### config.mk
export PLATFORM = sky130hd
export DESIGN_NAME = matrix_frame_streamer
export DESIGN_NICKNAME = d
export VERILOG_FILES = /design/src/rtl/matrix_frame_streamer.sv
export SDC_FILE = /design/constraint.sdc
export NUM_CORES = 1
export LEC_CHECK = 0
export BUFFER_PORTS_ARGS = -buffer_cell sky130_fd_sc_hd__clkbuf_2
export CAP_MARGIN = 5
export CORE_ASPECT_RATIO = 2
export CORE_UTILIZATION = 30
export CTS_BUF_LIST = sky130_fd_sc_hd__clkbuf_4 sky130_fd_sc_hd__clkbuf_8
export CTS_CLUSTER_SIZE = 40
export DETAILED_ROUTE_END_ITERATION = 10
export HOLD_SLACK_MARGIN = 0.08
export PLACE_DENSITY = 0.5
export SYNTH_ARGS = -nofsm -noshare
export SYNTH_HDL_FRONTEND = slang
export SYNTH_SLANG_ARGS = --single-unit
### constraint.sdc
create_clock -name clk -period 5.3 [get_ports clk]
set_input_delay 0.265 -clock clk [delete_from_list [all_inputs] [get_ports clk]]
set_output_delay 0.265 -clock clk [all_outputs]
set_load 0.01 [all_outputs]
### src/rtl/matrix_frame_streamer.sv
// Snapshots the playfield on a frame request and streams the composed frame one row per
// valid/ready handshake, top row first, with ball clipping, blinking and done/drop status.
module matrix_frame_streamer #(
    parameter int ROWS         = 12,
    parameter int COLS         = 16,
    parameter int BRICK_ROWS   = 7,
    parameter int BRICK_W      = 2,
    parameter int PLATE_ROW    = 10,
    parameter int BLINK_FRAMES = 4
) (
    input  logic                          clk,
    input  logic                          rst_n,
    input  logic                          frame_req,
    input  logic [BRICK_ROWS*(COLS/BRICK_W)-1:0] bricks,
    input  logic [COLS-1:0]               plate_row,
    input  logic [3:0]                    ball_row,
    input  logic [3:0]                    ball_col,
    input  logic                          blink_en,
    output logic                          row_valid,
    input  logic                          row_ready,
    output logic [COLS-1:0]               row_data,
    output logic [$clog2(ROWS)-1:0]       row_idx,
    output logic                          row_last,
    output logic                          frame_done,
    output logic                          frame_dropped
);
    localparam int BPR   = COLS / BRICK_W;
    localparam int NB    = BRICK_ROWS * BPR;
    localparam int IDX_W = $clog2(ROWS);
    localparam int CNT_W = $clog2(BLINK_FRAMES + 1);

    typedef enum logic [1:0] {IDLE, STREAM, DONE} state_t;

    state_t            state_reg, state_next;
    logic [NB-1:0]     bricks_reg, bricks_next;
    logic [COLS-1:0]   plate_reg, plate_next;
    logic [3:0]        ball_row_reg, ball_row_next;
    logic [3:0]        ball_col_reg, ball_col_next;
    logic              blink_en_reg, blink_en_next;
    logic              blink_phase_reg, blink_phase_next;
    logic [CNT_W-1:0]  frame_cnt_reg, frame_cnt_next;
    logic              row_valid_reg, row_valid_next;
    logic [COLS-1:0]   row_data_reg, row_data_next;
    logic [IDX_W-1:0]  row_idx_reg, row_idx_next;
    logic              row_last_reg, row_last_next;
    logic              frame_done_reg, frame_done_next;
    logic              frame_dropped_reg, frame_dropped_next;

    // In IDLE the row being composed is row 0 of the frame about to be captured, so the
    // live inputs stand in for the snapshot that is loaded on the same edge.
    logic              capture;
    logic [NB-1:0]     src_bricks;
    logic [COLS-1:0]   src_plate;
    logic [3:0]        src_ball_row;
    logic [3:0]        src_ball_col;
    logic              src_blink;
    logic [IDX_W-1:0]  compose_idx;
    logic              ball_hit;
    logic              plate_en;
    logic [BPR-1:0]    brick_slice;
    logic [COLS-1:0]   compose_row;

    assign capture      = (state_reg == IDLE);
    assign src_bricks   = capture ? bricks    : bricks_reg;
    assign src_plate    = capture ? plate_row : plate_reg;
    assign src_ball_row = capture ? ball_row  : ball_row_reg;
    assign src_ball_col = capture ? ball_col  : ball_col_reg;
    assign src_blink    = capture ? blink_en  : blink_en_reg;
    assign compose_idx  = capture ? '0 : row_idx_reg + IDX_W'(1);

    assign plate_en = (int'(compose_idx) == PLATE_ROW);
    assign ball_hit = (!src_blink || !blink_phase_reg)
                    && (int'(src_ball_row) == int'(compose_idx))
                    && (int'(src_ball_row) < ROWS)
                    && (int'(src_ball_col) < COLS);

    always_comb begin
        brick_slice = '0;
        if (int'(compose_idx) < BRICK_ROWS)
            brick_slice = src_bricks[int'(compose_idx)*BPR +: BPR];
    end

    for (genvar gi = 0; gi < COLS; gi++) begin : g_pixel
        assign compose_row[gi] = brick_slice[gi/BRICK_W]
                               | (plate_en & src_plate[gi])
                               | (ball_hit & (int'(src_ball_col) == gi));
    end

    always_ff @(posedge clk or negedge rst_n) begin
        if (!rst_n) begin
            state_reg         <= IDLE;
            bricks_reg        <= '0;
            plate_reg         <= '0;
            ball_row_reg      <= '0;
            ball_col_reg      <= '0;
            blink_en_reg      <= 1'b0;
            blink_phase_reg   <= 1'b0;
            frame_cnt_reg     <= '0;
            row_valid_reg     <= 1'b0;
            row_data_reg      <= '0;
            row_idx_reg       <= '0;
            row_last_reg      <= 1'b0;
            frame_done_reg    <= 1'b0;
            frame_dropped_reg <= 1'b0;
        end else begin
            state_reg         <= state_next;
            bricks_reg        <= bricks_next;
            plate_reg         <= plate_next;
            ball_row_reg      <= ball_row_next;
            ball_col_reg      <= ball_col_next;
            blink_en_reg      <= blink_en_next;
            blink_phase_reg   <= blink_phase_next;
            frame_cnt_reg     <= frame_cnt_next;
            row_valid_reg     <= row_valid_next;
            row_data_reg      <= row_data_next;
            row_idx_reg       <= row_idx_next;
            row_last_reg      <= row_last_next;
            frame_done_reg    <= frame_done_next;
            frame_dropped_reg <= frame_dropped_next;
        end
    end

    always_comb begin
        state_next         = state_reg;
        bricks_next        = bricks_reg;
        plate_next         = plate_reg;
        ball_row_next      = ball_row_reg;
        ball_col_next      = ball_col_reg;
        blink_en_next      = blink_en_reg;
        blink_phase_next   = blink_phase_reg;
        frame_cnt_next     = frame_cnt_reg;
        row_valid_next     = row_valid_reg;
        row_data_next      = row_data_reg;
        row_idx_next       = row_idx_reg;
        row_last_next      = row_last_reg;
        frame_done_next    = 1'b0;
        frame_dropped_next = frame_req && (state_reg != IDLE);

        case (state_reg)
            IDLE: begin
                if (frame_req) begin
                    bricks_next    = bricks;
                    plate_next     = plate_row;
                    ball_row_next  = ball_row;
                    ball_col_next  = ball_col;
                    blink_en_next  = blink_en;
                    row_valid_next = 1'b1;
                    row_idx_next   = compose_idx;
                    row_data_next  = compose_row;
                    row_last_next  = (int'(compose_idx) == ROWS - 1);
                    state_next     = STREAM;
                end
            end
            STREAM: begin
                if (row_valid_reg && row_ready) begin
                    if (row_last_reg) begin
                        row_valid_next  = 1'b0;
                        row_last_next   = 1'b0;
                        frame_done_next = 1'b1;
                        state_next      = DONE;
                    end else begin
                        row_idx_next  = compose_idx;
                        row_data_next = compose_row;
                        row_last_next = (int'(compose_idx) == ROWS - 1);
                    end
                end
            end
            DONE: begin
                // Frame count advances on every completed frame, blinking or not.
                if (int'(frame_cnt_reg) == BLINK_FRAMES - 1) begin
                    frame_cnt_next   = '0;
                    blink_phase_next = !blink_phase_reg;
                end else begin
                    frame_cnt_next = frame_cnt_reg + CNT_W'(1);
                end
                state_next = IDLE;
            end
            default: state_next = IDLE;
        endcase
    end

    assign row_valid     = row_valid_reg;
    assign row_data      = row_data_reg;
    assign row_idx       = row_idx_reg;
    assign row_last      = row_last_reg;
    assign frame_done    = frame_done_reg;
    assign frame_dropped = frame_dropped_reg;
endmodule
==> key figures <==
Placed design
  • # placed instances: 718
  • Port Buf Inserts: 108
  • Final Wtd Congestion: 0.7856
  • Hpwl dp: 10.44 mm

Setup path
  • Critical Path Start Type: register
  • CP Class: reg -> reg
  • CP max-delay cell: and2_4
  • Critical Path AT: 3400 ps
  • CP Cell Sequence: nor2_2 > and2_4 > nor2_1 > buf_4 > a21oi_1 > a31oi_1
  • CP endpoint kind: register
  • Worst endpoint required time: 5550 ps
  • Crit Path Max Fanout: 84
  • Max incr delay on CP: 1000 ps

Yosys
  • Post-Syn Instances: 427
  • Seq cells post-synth: 111
  • Distinct cells, synth: 45
  • Post-synthesis cell area: 5259 sq um
  • Sequential area share after synthesis: 52.82%
  • Avg Inst Size Synth: 12.32 sq um
  • Syn Nets: 514
  • Ys Warns: 0

Floorplanning
  • I/O pins: 109
  • Die Width: 95.62 microns
  • Die Height: 189.2 microns
  • Die area: 18100 sq um
  • CORE AREA: 17190 sq um
  • Rows: 68
  • Starting Density: 30.60%

Pwr
  • Int Pwr: 2.277 mW
  • Sequential Power Share: 40.4%
  • Max IR drop VDD: 0.2815 mV
  • Leakage: 2.731 nW
  • Switching share of power: 40.15%
  • P_sw: 1.528 mW
  • Clock power frac: 12.7%
  • Pwr dens: 618.0 nW/um^2
  • Combinational share of power: 46.9%

CTS
  • Clock Tree Buf Depth: 2
  • Clock latency at the later pin of the worst-skew pair: 380 ps
  • Post-CTS Setup Bufs: 0
  • Clock Tree Root: clkbuf_8
  • CTS Buf Count: 9
  • Clock sinks: 111
  • CTS tree: yes
  • H-tree levels: 3
  • Clock slew at reported path FFs: 110 ps

Drt
  • Wirelength per Cell: 18.59 microns
  • Number of vias in the routed layout: 3803
  • Drt drc: 0
  • DR iter-0 viols: 101
  • Routed Wire Length: 13.74 mm
  • Antenna violation net count after detailed routing: 0
  • Vias per cell: 5.146
  • Drt pass-1 iters: 4

Final layout
  • Final core occ: 35.83%
  • Ant diodes: 0
  • Fillers: 1748
  • Share of cells above drive strength 1: 42.72%
  • Fin nets: 611
  • Non-Filler Instances: 739
  • Most common cell after layout, fill and taps aside: dfrtp_1
  • Synth-to-layout area growth: 17.08%
  • Most frequent cells in the layout: dfrtp_1 (111), clkbuf_2 (107), mux2_2 (89)
  • Max FFs per register: 56

STA
  • Clock Skew: 11.78 ps
  • Setup violations, final: 0
  • Pins Over Slew Limit: 0
  • Total Neg Setup Slack: 0 ps
  • Minimum clock period: 3152 ps
  • Final period utilization: 59.47%
  • Final number of hold-violating endpoints: 0
  • RSZ-0062 raised after global routing: false
  • Fmax: 317.3 MHz
  • Slew @ Worst Pin: 1124 ps
  • Relative slew slack: 25.07%

Worst hold path
  • Hold Crit Class: in -> reg

Global route
  • First-pass GRT wire length: 21.87 mm
  • Grt total ovfl: 0
  • Largest net degree at the start of global routing: 85
  • Via count of the first global-routing pass: 4055
  • GRT Util Overall: 16.28%
  • Initial antenna violation count: 0

Run
  • Total of max-cap violations: 0

Status
  • Outcome: complete, no violations
## final timing paths
| check | from | end | slack, ps | depth (start not counted) |
|---|---|---|---|---|
| max | state_reg[0] | row_data[3] | 2150 | 6 |
| min | plate_row[1] | plate_reg[1] | 110 | 2 |
| max reg2reg | state_reg[0] | row_data[3] | 2150 | 6 |
| min reg2reg | frame_cnt_reg[1] | frame_cnt_reg[1] | 500 | 2 |
| max in group asynchronous | rst_n | plate_reg[10] | 3600 | 3 |
| min in group asynchronous | rst_n | ball_row_reg[2] | 460 | 2 |
## final cells by class
cell class	instances	area, sq um	share of cell area, %
clock buffers	10	137.6	2.235
repair buffers	116	615.6	9.998
clock inverters	6	45.04	0.7316
multi-input cells	286	2318	37.65
well taps	210	262.8	4.267
flip-flops and latches	111	2778	45.11
## power groups by stage
| stage | Combinational [mW] | Sequential, mW | Clock, mW |
|---|---|---|---|
| after global routing | 1.96 | 1.60 | 0.536 |
| final | 1.78 | 1.54 | 0.482 |
| after CTS | 1.82 | 1.55 | 0.505 |
| after detailed placement | 1.81 | 1.57 | 0 |
| after floorplan | 1.36 | 1.48 | 0 |
| after global placement | 1.76 | 1.54 | 0 |
## cells by family (layout without fill, tap and decap cells)
family          Yosys count  after routing  synth area share, %
mux                     109            109                22.96
simple gates             93             93                9.374
compound gates           77             77                10.11
buf+inv                  30            132                3.141
flops                   111            111                52.82
fa+ha+maj                 2              2               0.4758
xor+xnor                  5              5                1.118
## worst max-delay path: cells and delay by family, from the launching register on
kind	cells	cell delay [ps]
AO/OA/AOI/OAI	2	250
buffers and inverters	1	290
flip-flops	1	510
AND/OR/NAND/NOR	3	1940
## synthesized netlist by cell type (all sizes together)
cell     count  area share [%]
xor2         2            0.33
or3          2            0.24
clkbuf       8            0.57
o32a         1            0.19
a21boi       1            0.14
o41ai        1            0.17
or2          2            0.24
o31ai        2            0.29
a211oi       2            0.52
nand2       18             1.3
a32o         1            0.19
o2bb2ai      1            0.17
o311ai       1            0.17
nor2        26             1.9
mux2        90              19
o21ai        6            0.57
xnor2        3            0.79
a31oi       17             2.0
nand2b       5            0.59
nor3         3            0.69
a221o        7             1.3
dfrtp      111              53
buf         22             2.6
nand4       17             2.0
nand3b       8             1.1
nand3        7            0.67
mux2i       19             3.6
o22ai        8            0.95
a21oi       19             1.8
ha           2            0.48
o21a         1            0.14
o221ai       7             1.2
nor2b        2            0.24
and2         3            0.36
o21bai       2            0.29
## through the flow
step	hold slack [ps]	setup WS (ps)	instance area [sq um]	total power [mW]
floorplan	-30.59	3244	5259	2.848
global placement	338.3	2298	5924	3.296
detailed placement	360.3	2144	5924	3.380
CTS	80.52	2109	6147	3.872
global route	86.39	1888	6157	4.098
finish	105.7	2148	6157	3.805
## metal layers
layer	wire length (microns)	vias to the layer above	track usage, %
li1	-	1780	-
met1	5136	1892	18.15
met2	7576	107	28.98
met3	503	24	2.610
met4	521	0	8.266
met5	0	-	0
## what timing repair did
item,4_1_cts,5_1_grt
endpoints found under the hold margin,54,1
gates resized for setup,0,0
hold buffers,4,1
Power figures use the tool's default switching activity.
